**src/rtl/uart_pkg.sv**
```systemverilog
// uart_pkg: shared UART TX state type, line constants and baud divisor helper
package uart_pkg;
    typedef enum logic [2:0] {IDLE, POP, LOAD, START, DATA, PARITY, STOP} tx_state_t;
    localparam int   DATA_BITS = 8;
    localparam logic LINE_IDLE = 1'b1;
    function automatic int bit_div(input int clk_hz, input int baud);
        return clk_hz / baud;
    endfunction
endpackage

```
**src/rtl/uart_tx_drain_if.sv**
```systemverilog
// uart_tx_drain_if: standard-read FIFO read port (rd_en / 1-cycle dout / empty)
interface uart_tx_drain_if;
    logic       rd_en;
    logic [7:0] dout;
    logic       empty;
    modport master (output rd_en, input dout, input empty);
    modport slave  (input rd_en, output dout, output empty);
endinterface

```
**src/rtl/uart_baud_gen.sv**
```systemverilog
// uart_baud_gen: bit-period counter 0..BIT_DIV-1 with sync clear, tick on last count
module uart_baud_gen #(
    parameter int BIT_DIV = 16
) (
    input  logic clk,
    input  logic rst_n,
    input  logic clr,
    output logic bit_tick,
    output logic pre_tick
);
    localparam int W = $clog2(BIT_DIV);
    logic [W-1:0] cnt;
    assign bit_tick = cnt == W'(BIT_DIV - 1);
    assign pre_tick = cnt == W'(BIT_DIV - 2);
    // free-running bit period, restarted by clr and wrapped on the tick
    always_ff @(posedge clk or negedge rst_n)
        if (!rst_n) cnt <= '0;
        else        cnt <= (clr || bit_tick) ? '0 : cnt + 1'b1;
endmodule

```
**src/rtl/uart_tx_drain.sv**
```systemverilog
// uart_tx_drain: pops bytes from a standard-read FIFO and sends them as 8N1 on txd_o
// Optional even-parity bit (8E1) when UART_TX_PARITY_EN is defined.
module uart_tx_drain import uart_pkg::*; #(
    parameter int BAUD_RATE  = 9_600,
    parameter int CLOCK_RATE = 40_000_000
) (
    input  logic                    clk,
    input  logic                    rst_n,
    input  logic                    tx_enable,
    uart_tx_drain_if.master         fifo,
    output logic                    txd_o,
    output logic                    tx_busy,
    output logic                    tx_done
);
    localparam int BIT_DIV = bit_div(CLOCK_RATE, BAUD_RATE);
    tx_state_t  state_q, state_d;
    logic [7:0] shift_q, shift_d;
    logic [2:0] bit_cnt_q, bit_cnt_d;
    logic       txd_d, rd_en_d, done_d;
    logic       clr, bit_tick, pre_tick, last_txd;
    tx_state_t  after_data;

    // bit timing only runs once the byte is loaded; before that it is held at zero
    assign clr = state_q inside {IDLE, POP, LOAD};

    uart_baud_gen #(.BIT_DIV(BIT_DIV)) u_baud (
        .clk      (clk),
        .rst_n    (rst_n),
        .clr      (clr),
        .bit_tick (bit_tick),
        .pre_tick (pre_tick)
    );

`ifdef UART_TX_PARITY_EN
    logic par_q;
    // even parity of the byte captured alongside the shift register
    always_ff @(posedge clk or negedge rst_n)
        if (!rst_n)               par_q <= 1'b0;
        else if (state_q == LOAD) par_q <= ^fifo.dout;
    assign last_txd   = par_q;
    assign after_data = PARITY;
`else
    assign last_txd   = LINE_IDLE;
    assign after_data = STOP;
`endif

    // next state plus next values of the registered outputs
    always_comb begin
        state_d   = state_q;
        shift_d   = shift_q;
        bit_cnt_d = bit_cnt_q;
        txd_d     = txd_o;
        rd_en_d   = 1'b0;
        done_d    = 1'b0;
        case (state_q)
            IDLE: if (tx_enable && !fifo.empty) begin
                state_d = POP;
                rd_en_d = 1'b1;
            end
            POP:  state_d = LOAD;
            LOAD: begin
                shift_d   = fifo.dout;
                bit_cnt_d = '0;
                txd_d     = 1'b0;
                state_d   = START;
            end
            START: if (bit_tick) begin
                txd_d   = shift_q[0];
                state_d = DATA;
            end
            DATA: if (bit_tick) begin
                if (bit_cnt_q == 3'(DATA_BITS - 1)) begin
                    txd_d   = last_txd;
                    state_d = after_data;
                end else begin
                    shift_d   = shift_q >> 1;
                    txd_d     = shift_q[1];
                    bit_cnt_d = bit_cnt_q + 3'd1;
                end
            end
`ifdef UART_TX_PARITY_EN
            PARITY: if (bit_tick) begin
                txd_d   = LINE_IDLE;
                state_d = STOP;
            end
`endif
            STOP: begin
                done_d  = pre_tick;
                state_d = bit_tick ? IDLE : STOP;
            end
            default: begin
                txd_d   = LINE_IDLE;
                state_d = IDLE;
            end
        endcase
    end

    // state, datapath and all outputs registered; reset forces the line idle at once
    always_ff @(posedge clk or negedge rst_n)
        if (!rst_n) begin
            state_q    <= IDLE;
            shift_q    <= '0;
            bit_cnt_q  <= '0;
            txd_o      <= LINE_IDLE;
            fifo.rd_en <= 1'b0;
            tx_busy    <= 1'b0;
            tx_done    <= 1'b0;
        end else begin
            state_q    <= state_d;
            shift_q    <= shift_d;
            bit_cnt_q  <= bit_cnt_d;
            txd_o      <= txd_d;
            fifo.rd_en <= rd_en_d;
            tx_busy    <= state_d != IDLE;
            tx_done    <= done_d;
        end
endmodule

```
**src/flat_wrapper.sv**
```systemverilog
// flat-port wrapper written by rule: the top's interface ports become plain ports
module uart_tx_drain_flat import uart_pkg::*;
#(
    parameter int BAUD_RATE  = 9_600,
    parameter int CLOCK_RATE = 40_000_000
)
  (clk, rst_n, tx_enable, txd_o, tx_busy, tx_done, fifo_rd_en, fifo_dout, fifo_empty);
  uart_tx_drain_if fifo_i ();
  input  logic clk;
  input  logic rst_n;
  input  logic tx_enable;
  output logic txd_o;
  output logic tx_busy;
  output logic tx_done;
  output wire logic [$bits(fifo_i.rd_en)-1:0] fifo_rd_en;
  input wire logic [$bits(fifo_i.dout)-1:0] fifo_dout;
  input wire logic [$bits(fifo_i.empty)-1:0] fifo_empty;
  assign fifo_rd_en = fifo_i.rd_en;
  assign fifo_i.dout = fifo_dout;
  assign fifo_i.empty = fifo_empty;
  uart_tx_drain #(.BAUD_RATE(BAUD_RATE), .CLOCK_RATE(CLOCK_RATE)) u_core (.clk(clk), .rst_n(rst_n), .tx_enable(tx_enable), .fifo(fifo_i), .txd_o(txd_o), .tx_busy(tx_busy), .tx_done(tx_done));
endmodule
```
**config.mk**
```make
export PLATFORM = sky130hd
export DESIGN_NAME = uart_tx_drain_flat
export DESIGN_NICKNAME = d
export VERILOG_FILES = /design/src/rtl/uart_pkg.sv /design/src/rtl/uart_tx_drain_if.sv /design/src/rtl/uart_baud_gen.sv /design/src/rtl/uart_tx_drain.sv /design/src/flat_wrapper.sv
export SDC_FILE = /design/constraint.sdc
export NUM_CORES = 1
export LEC_CHECK = 0
export BUFFER_PORTS_ARGS = -buffer_cell sky130_fd_sc_hd__buf_2
export CELL_PAD_IN_SITES_DETAIL_PLACEMENT = 0
export CELL_PAD_IN_SITES_GLOBAL_PLACEMENT = 1
export CORE_UTILIZATION = 35
export DETAILED_ROUTE_END_ITERATION = 10
export PLACE_DENSITY = 0.74
export SYNTH_ARGS = -nofsm -noshare
export SYNTH_HDL_FRONTEND = slang
export SYNTH_SLANG_ARGS = --single-unit
```
**constraint.sdc**
```tcl
create_clock -name clk -period 2.07 [get_ports clk]
set_clock_uncertainty 0.15 [all_clocks]
set_input_delay 0.207 -clock clk [delete_from_list [all_inputs] [get_ports clk]]
set_output_delay 0.207 -clock clk [all_outputs]
set_load 0.005 [all_outputs]
```
-- Yosys cells after proc, flatten, opt, wreduce, memory -nomap -nowiden
Cells that the tools add are included.
- register bits: 31
- output and inout port bits: 4
- add/subtract/negate cells: 2
- eq/ne operators: 11
- multiplexer cells: 20
- bitwise operators: 1
- reduce and logical (&&, ||, !) cells: 10
- operator list (cell ; count):
    == test 13 bit, second input constant ; 2
    two-way mux 3 bit ; 7
    case mux 3 bit (6 select lines) ; 1
    two-way mux 8 bit ; 2
    case mux 8 bit (2 select lines) ; 1
    adder 13 x 1 -> 13 bit, second input constant ; 1
    two-way mux 13 bit ; 1
    == test 3 bit, second input constant ; 3
    == test 3 x 2 -> 1 bit, second input constant ; 2
    two-way mux 1 bit ; 6
    case mux 3 bit (2 select lines) ; 1
    AND reduction 3 bit ; 2
    nonzero test 3 bit ; 2
    != test 2 x 1 -> 1 bit, second input constant ; 2
    case mux 1 bit (4 select lines) ; 1
    adder 3 x 1 -> 3 bit, second input constant ; 1
    == test 3 x 1 -> 1 bit, second input constant ; 1
    zero test 3 bit ; 1
    OR reduction 3 bit ; 1
    != test 2 bit, second input constant ; 1
    nonzero test 2 bit ; 1
    logical AND 1 bit ; 1
    zero test 1 bit ; 1
    logical OR 1 bit ; 1
    NOT 1 bit ; 1

-- Longest topological paths before layout
Gate-level depths: netlist of the first run.
- depth in word-level cells: 5
- mapped depth: 8
- depth with buffers taken out: 6

-- Hierarchy
A second synthesis of the first run with hierarchy kept.
- cell total of the unflattened synthesis: 160
- area, all modules: 1634.1 sq um
- modules (own cells, without submodules) (module ; instances ; cells each ; area an instance (sq um) ; sequential area each (sq um)):
    uart_tx_drain ; 1 ; 89 ; 910.9 ; 451.7
    uart_baud_gen ; 1 ; 71 ; 723.2 ; 325.3

-- Least setup slack after synthesis of the first run
Ideal clock, no wire load.
- path kind: register -> register
- from: reg u_core.u_baud.cnt[0]
- to: reg u_core.u_baud.cnt[8]
- library setup time: 0.069 ns
- arrival: 1.586 ns
- data required time: 1.851 ns
- setup slack: 0.265 ns
- stages on the path, launching flop included: 8
- buffers on the path: 2
- clock period less this slack: 1.805 ns
- path through: dfrtp_1 ha_1 and3b_1 and4_1 buf_6 or2_4 buf_6 nor2_2
- word-level cells in the longest chain between the ends: 3
- ends and longest elaborated chain (item ; RTL line ; RTL):
    start, declared ; uart_baud_gen.sv:12 ; logic [W-1:0] cnt;
    start signal, assigned ; uart_baud_gen.sv:18 ; else cnt <= (clr || bit_tick) ? '0 : cnt + 1'b1;
    parallel branches: the longest is 2 deep, another holds adder 13 x 1 -> 13 bit ; n/a ;
    two-way mux 13 bit (*) ; uart_baud_gen.sv:18 ;
Mark *: on every way between the ends.
A chain may end at the register's enable or synchronous reset.

-- Worst setup path after layout of the first run
- from: reg u_core.bit_cnt_q[0]
- to: reg u_core.bit_cnt_q[0]
- word-level cells in the longest chain between the ends: 4
- ends and longest elaborated chain (item ; RTL line ; RTL):
    start, declared ; uart_tx_drain.sv:18 ; logic [2:0] bit_cnt_q, bit_cnt_d;
    start signal, assigned ; uart_tx_drain.sv:111 ; bit_cnt_q <= bit_cnt_d;
    adder 3 x 1 -> 3 bit ; uart_tx_drain.sv:78 ; bit_cnt_d = bit_cnt_q + 3'd1;
    two-way mux 3 bit ; uart_tx_drain.sv:72 ; if (bit_cnt_q == 3'(DATA_BITS - 1)) begin
    two-way mux 3 bit ; uart_tx_drain.sv:71 ; DATA: if (bit_tick) begin
    case mux 3 bit (2 select lines) ; uart_tx_drain.sv:55 ; case (state_q)
Parallel ways exist; a longest one is shown, timed or not. The select of a mux whose other input is x is not followed.

==> results of run 1 <==
[power groups by stage]
stage | Sequential [mW] | Combinational (mW) | Clock, mW
2_1_floorplan | 0.818 | 0.245 | 0
3_3_place_gp | 0.812 | 0.359 | 0
3_5_place_dp | 0.821 | 0.371 | 0
4_1_cts | 0.810 | 0.376 | 0.545
5_1_grt | 0.823 | 0.417 | 0.568
6_report | 0.807 | 0.369 | 0.523
[final cells by class]
class | instances | area [µm²]
clock buffers | 8 | 100
well taps | 52 | 65.1
fillers | 444 | 2550
inverters | 5 | 18.8
multi-input cells | 123 | 840
flip-flops and latches | 31 | 777
repair buffers | 24 | 158
[worst reg2reg max path, stage by stage, from the launching register on]
cell and delay (ns):
dfrtp_1 0.39, ha_1 0.20, ha_1 0.22, nor3b_1 0.27, o21ba_2 0.21, o21ai_2 0.08
mux2_2 0.28
[state kept, by name (all words and copies together) (netlist names)]
name	flops
u_core.u_baud.cnt	13
u_core.shift_q	8
u_core.bit_cnt_q	3
u_core.state_q	3
u_core.fifo.rd_en	1
u_core.tx_busy	1
u_core.tx_done	1
u_core.txd_o	1
[placed cells by master (no fill, tap or decap), types with 2 or more instances in the layout]
cell      count
a21oi_1       9
a22o_1        3
and3_1        3
buf_2        15
buf_4         7
clkbuf_8      7
dfrtp_1      30
ha_1          5
inv_1         5
mux2_2        2
mux2i_1       2
nand2_1       7
nand3_1       6
nand4_1       5
nor2_1       24
nor2_2       10
nor2b_1       3
nor3_1        3
nor3b_1       3
nor4_1        3
o22a_1        7
xnor2_1       8
xor2_1        2
[timing repair]
action	CTS	global route
hold buffers	1	0
endpoints found under the hold margin	30	0
setup buffers	0	0
[kinds of logic (layout without fill, tap and decap cells)]
| logic type | after synthesis | in the layout | synth area share |
|---|---|---|---|
| adder cells (fa/ha/maj) | 5 | 5 | 0.0371 |
| buffers and inverters | 12 | 37 | 0.0408 |
| AND/OR/NAND/NOR | 75 | 75 | 0.250 |
| multiplexers | 4 | 4 | 0.0252 |
| flip-flops | 31 | 31 | 0.461 |
| XOR/XNOR | 10 | 10 | 0.0520 |
| AO/OA/AOI/OAI | 29 | 29 | 0.134 |
[metrics by stage]
step                hold slack, ns  cell area (µm²)  setup slack [ns]   util  power [mW]
floorplan                   -0.239             1690             0.265      -        1.06
global placement             0.129             1850             0.196  0.410        1.17
detailed placement           0.144             1850             0.143  0.410        1.19
CTS                        0.00565             1960             0.136  0.435        1.73
global route                0.0211             1960            0.0425  0.435        1.81
finish                      0.0175             1960             0.143  0.435        1.70
[routing by layer]
layer	up-vias	track usage	part of all wire
met4	0	0.0600	0.017
met1	605	0.167	0.43
met3	5	0.0506	0.036
met2	18	0.257	0.51
met5	-	0	0
li1	634	-	-
[path summary, 6_finish.rpt]
path | end | depth (start not counted)
hold / removal | u_core.shift_q[7] | 2
setup / recovery | u_core.bit_cnt_q[0] | 6
hold reg to reg | u_core.shift_q[7] | 1
min in group asynchronous | u_core.bit_cnt_q[2] | 2
setup reg to reg | u_core.bit_cnt_q[0] | 6
max in group asynchronous | u_core.u_baud.cnt[0] | 2
==> reports/results.tsv, run 1 <==
stage	metric	value	unit
outcome	outcome	finished with violations	
outcome	violations	DRC	
die	fp.dieW	71.4	µm
synthesis	syn-num-nets	183	
hold_path	holdCritStartpoint	fifo_dout[7]	
layout	final_nets	207	
layout	diodes	0	
die	initial_core_util	0.374	
die	ioPinCount	16	
synthesis	yosys-top-cells-area	dfrtp_1 45%, nor2_1 5.3%, xnor2_1 4.2%	
routing	final_antenna_net_count	0	
timing	finalSetupTns	0	ns
global_routing	antenna_found_initial	0	
clocking	cts_made_buffers	5	
power_and_ir_drop	p_per_area	868	nW/µm²
timing	final.min_clock_period	1.93	ns
global_routing	overflow	0	
synthesis	synth-edff-count	0	
routing	viasPerCell	5.19	
setup_path	endpoint_kind	flop	
setup_path	path_cells	ha_1 > ha_1 > nor3b_1 > o21ba_2 > o21ai_2 > mux2_2	
clocking	worstSkewPairLatency	0.28	ns
timing	finalCritPeriodShare	0.931	
timing	setup_viol	0	
power_and_ir_drop	peakVddDrop	0.311	mV
timing	slew_headroom	0.537	
synthesis	ys_ff_latch	31	
synthesis	synth_cells	166	
setup_path	cp-startpoint	u_core.bit_cnt_q[0]	
setup_path	critPathKind	reg -> reg	
setup_path	cp_top_family	adder cells	
global_routing	grt_pass1_wl	5790	µm
timing	slew_viol_final	0	
setup_path	cp_slowest_cell	dfrtp_1	
synthesis	ys.flop_type	dfrtp_1	
setup_path	reg2reg_from	u_core.bit_cnt_q[0]	
global_routing	grt_usage	0.148	
clocking	cts_tree	done	
synthesis	avgSynthCellArea	10.2	µm²
power_and_ir_drop	internal_power	1.20	mW
clocking	cts_buffer_depth	2	
layout	area_growth	16.2	%
clocking	clk_pin_slew	0.07	ns
placement	post-dp-hpwl	2370	µm
routing	detail_route.iter0.violations	79	
die	die_h	71.4	µm
die	die_area	5100	µm²
timing	rsz0062_at_grt	false	
power_and_ir_drop	comb_power_share	0.217	
placement	io_buffers	15	
timing	hold_violations	0	
power_and_ir_drop	sw_frac_of_total	0.292	
routing	dr_total_vias	1262	
setup_path	critPathMaxStageDelay	0.39	ns
setup_path	r2r_slack	0.14	ns
routing	wire_per_inst	13.3	µm
setup_path	crit_fanout	4	
placement	placed_cells	234	
die	rows	24	
global_routing	grt_pass1_vias	1294	
synthesis	yosys.area.top_type	dfrtp_1	
clocking	cts_resized	0	
power_and_ir_drop	leakagePower	0.825	nW
setup_path	startpoint_type	flop	
power_and_ir_drop	power_frac_seq	0.475	
routing	drcViolationCount	2	
synthesis	yosys_warnings	0	
synthesis	synthArstFlopShare	1.00	
clocking	htreeDepth	2	
clocking	cts_sinks	31	
timing	worstMarginPinSlew	0.695	ns
setup_path	crit_arrival	1.95	ns
clocking	cts_root_buffer	clkbuf_8	
global_routing	grt_max_degree	32	
routing	drtPass1Iterations	7	
routing	routed_wl	3240	µm
die	core	4500	µm²
layout	instances_no_fill	243	
synthesis	yosysSeqAreaShare	0.461	
synthesis	synth.distinct_cells	42	
synthesis	netlist_area	1690	µm²
flow_run	drv_cap	0	
synthesis	synth_top_cells_by_count	30 x dfrtp_1, 24 x nor2_1, 10 x nor2_2, 9 x a21oi_1, 8 x xnor2_1	
layout	final_layout_size_suffix_gt1_frac	0.262	
timing	fmax	519	MHz
synthesis	yosysMostFrequentCell	dfrtp_1	
placement	place_congestion	0.859	
setup_path	cp_data_required_time	2.09	ns
hold_path	hp-class	in -> reg	
power_and_ir_drop	power_switching	496	µW
synthesis	synth_top_area_frac	0.445	
power_and_ir_drop	clkPwrFrac	0.308	
setup_path	cpMostUsedCell	ha_1	
setup_path	worst-path-buf-inv	0	
Power figures use the tool's default switching activity.
==> run 2: changes to the inputs <==
CORE_UTILIZATION = 45   (was 35)
PLACE_DENSITY = 0.88   (was 0.74)
==> reports/results.tsv, run 2 (synthesis results as in run 1) <==
stage	metric	value	unit
layout	largest_register	u_core.u_baud.cnt	
clocking	post_cts_buffers	0	
timing	finalSetupTns	0	ns
power_and_ir_drop	clkPwrFrac	0.307	
setup_path	endpoint_kind	flop	
setup_path	startpoint_type	flop	
routing	wire_per_inst	13.7	µm
layout	final_cell_mix	30 x dfrtp_1, 24 x nor2_1, 15 x buf_2, 10 x nor2_2, 9 x a21oi_1	
placement	post-dp-hpwl	2380	µm
global_routing	grt_usage	0.188	
layout	final_layout_size_suffix_gt1_frac	0.258	
layout	diodes	0	
timing	holdWs	0.0389	ns
layout	largestRegisters	u_core.u_baud.cnt x13, u_core.shift_q x8	
power_and_ir_drop	comb_power_share	0.193	
global_routing	grt_pass1_vias	1316	
power_and_ir_drop	p_per_area	854	nW/µm²
global_routing	grt_pass1_wl	5860	µm
routing	dr_total_vias	1264	
layout	multi_input_area	840	µm²
timing	fmax	514	MHz
routing	routed_wl	3230	µm
power_and_ir_drop	leakagePower	0.820	nW
power_and_ir_drop	internal_power	1.18	mW
timing	finalCritPeriodShare	0.941	
placement	placed_cells	227	
timing	setup_viol	0	
die	rows	21	
routing	viasPerCell	5.36	
placement	io_buffers	15	
power_and_ir_drop	power_switching	481	µW
timing	hold_violations	0	
global_routing	grt_max_degree	32	
die	initial_core_util	0.486	
timing	worstMarginPinSlew	0.685	ns
setup_path	cp_data_required_time	2.08	ns
timing	slew_viol_final	0	
layout	final_nets	206	
clocking	cts_tree	done	
timing	slew_headroom	0.543	
die	core	3470	µm²
timing	rsz0062_at_grt	false	
hold_path	hp-class	in -> reg	
layout	layout_commonest_cell	dfrtp_1	
power_and_ir_drop	sw_frac_of_total	0.290	
clocking	cts_resized	0	
clocking	cts_buffer_depth	2	
global_routing	overflow	0	
routing	final_antenna_net_count	0	
setup_path	crit_arrival	1.96	ns
power_and_ir_drop	finalPower	1.66	mW
layout	largest_reg_flops	13	
layout	area_growth	15.3	%
clocking	cts_sinks	31	
routing	drtPass1Iterations	4	
layout	seq_area	777	µm²
power_and_ir_drop	peakVddDrop	0.529	mV
placement	post_dp_cell_area	1830	µm²
global_routing	antenna_found_initial	0	
layout	instances_no_fill	236	
layout	fill_cells	326	
routing	detail_route.iter0.violations	88	
layout	fin_area	1940	µm²
clocking	cts_made_buffers	5	
placement	place_congestion	0.782	
die	die_h	63.2	µm
clocking	worstSkewPairLatency	0.27	ns
setup_path	critPathKind	reg -> reg	
clocking	clk_pin_slew	0.06	ns
die	die_area	3990	µm²
die	ioPinCount	16	
power_and_ir_drop	power_frac_seq	0.500	
setup_path	crit_fanout	17	
die	fp.dieW	63.2	µm
outcome	outcome	completed	
flow_run	drv_cap	0	
routing	drcViolationCount	0	
timing	final.min_clock_period	1.95	ns
clocking	htreeDepth	2	
clocking	cts_root_buffer	clkbuf_8	
[run 2: cell types whose count changed in the layout (fill, tap and decap cells not counted)]
cell,previous run,this run
buf_4,7,6
[run 2: stage by stage]
stage / util / setup slack [ns]
2_1_floorplan: - / 0.265
3_3_place_gp: 0.528 / 0.177
3_5_place_dp: 0.528 / 0.131
4_1_cts: 0.560 / 0.119
5_1_grt: 0.560 / 0.0466
6_report: 0.560 / 0.123
[run 2: metal layers]
layer	GRT usage	wire, µm	vias up
met3	0.0417	93	5
met2	0.324	1650	18
met1	0.222	1440	611
met4	0.0881	47	0
li1	-	-	630
met5	0	0	-
[run 2: worst paths after layout]
check / slack (ns) / depth (start not counted) / to / startpoint
hold / removal: 0.04 / 2 / u_core.shift_q[7] / fifo_dout[7]
max in group asynchronous: 0.97 / 2 / u_core.u_baud.cnt[10] / rst_n
setup / recovery: 0.12 / 7 / u_core.shift_q[2] / u_core.u_baud.cnt[1]
min in group asynchronous: 0.36 / 2 / u_core.tx_busy / rst_n
setup reg to reg: 0.12 / 7 / u_core.shift_q[2] / u_core.u_baud.cnt[1]
hold reg to reg: 0.35 / 1 / u_core.shift_q[7] / u_core.shift_q[7]
[run 2: area by class of cell]
class / count / area share
Multi-Input combinational cell: 123 / 0.432
Sequential cell: 31 / 0.400
Timing Repair Buffer: 23 / 0.0773
Clock buffer: 8 / 0.0515
Tap cell: 46 / 0.0296
Inverter: 5 / 0.00966
[run 2: critical path, stage by stage (launching register included)]
cell     delay [ns]
dfrtp_1        0.40
inv_1          0.08
ha_1           0.19
and3b_1        0.17
and4_1         0.22
buf_12         0.15
o21a_2         0.26
o22a_1         0.21
[run 2: power by group through the flow]
stage               sequential, mW  clock (mW)  combinational [mW]
floorplan                    0.818           0               0.245
global placement             0.834           0               0.306
detailed placement           0.840           0               0.323
CTS                          0.829       0.522               0.327
global route                 0.848       0.555               0.371
finish                       0.829       0.510               0.321
[run 2: repair_timing]
| item | in CTS | in global routing |
|---|---|---|
| hold buffers | 1 | 0 |
| setup endpoints to repair | 0 | 0 |
| endpoints found under the hold margin | 30 | 0 |
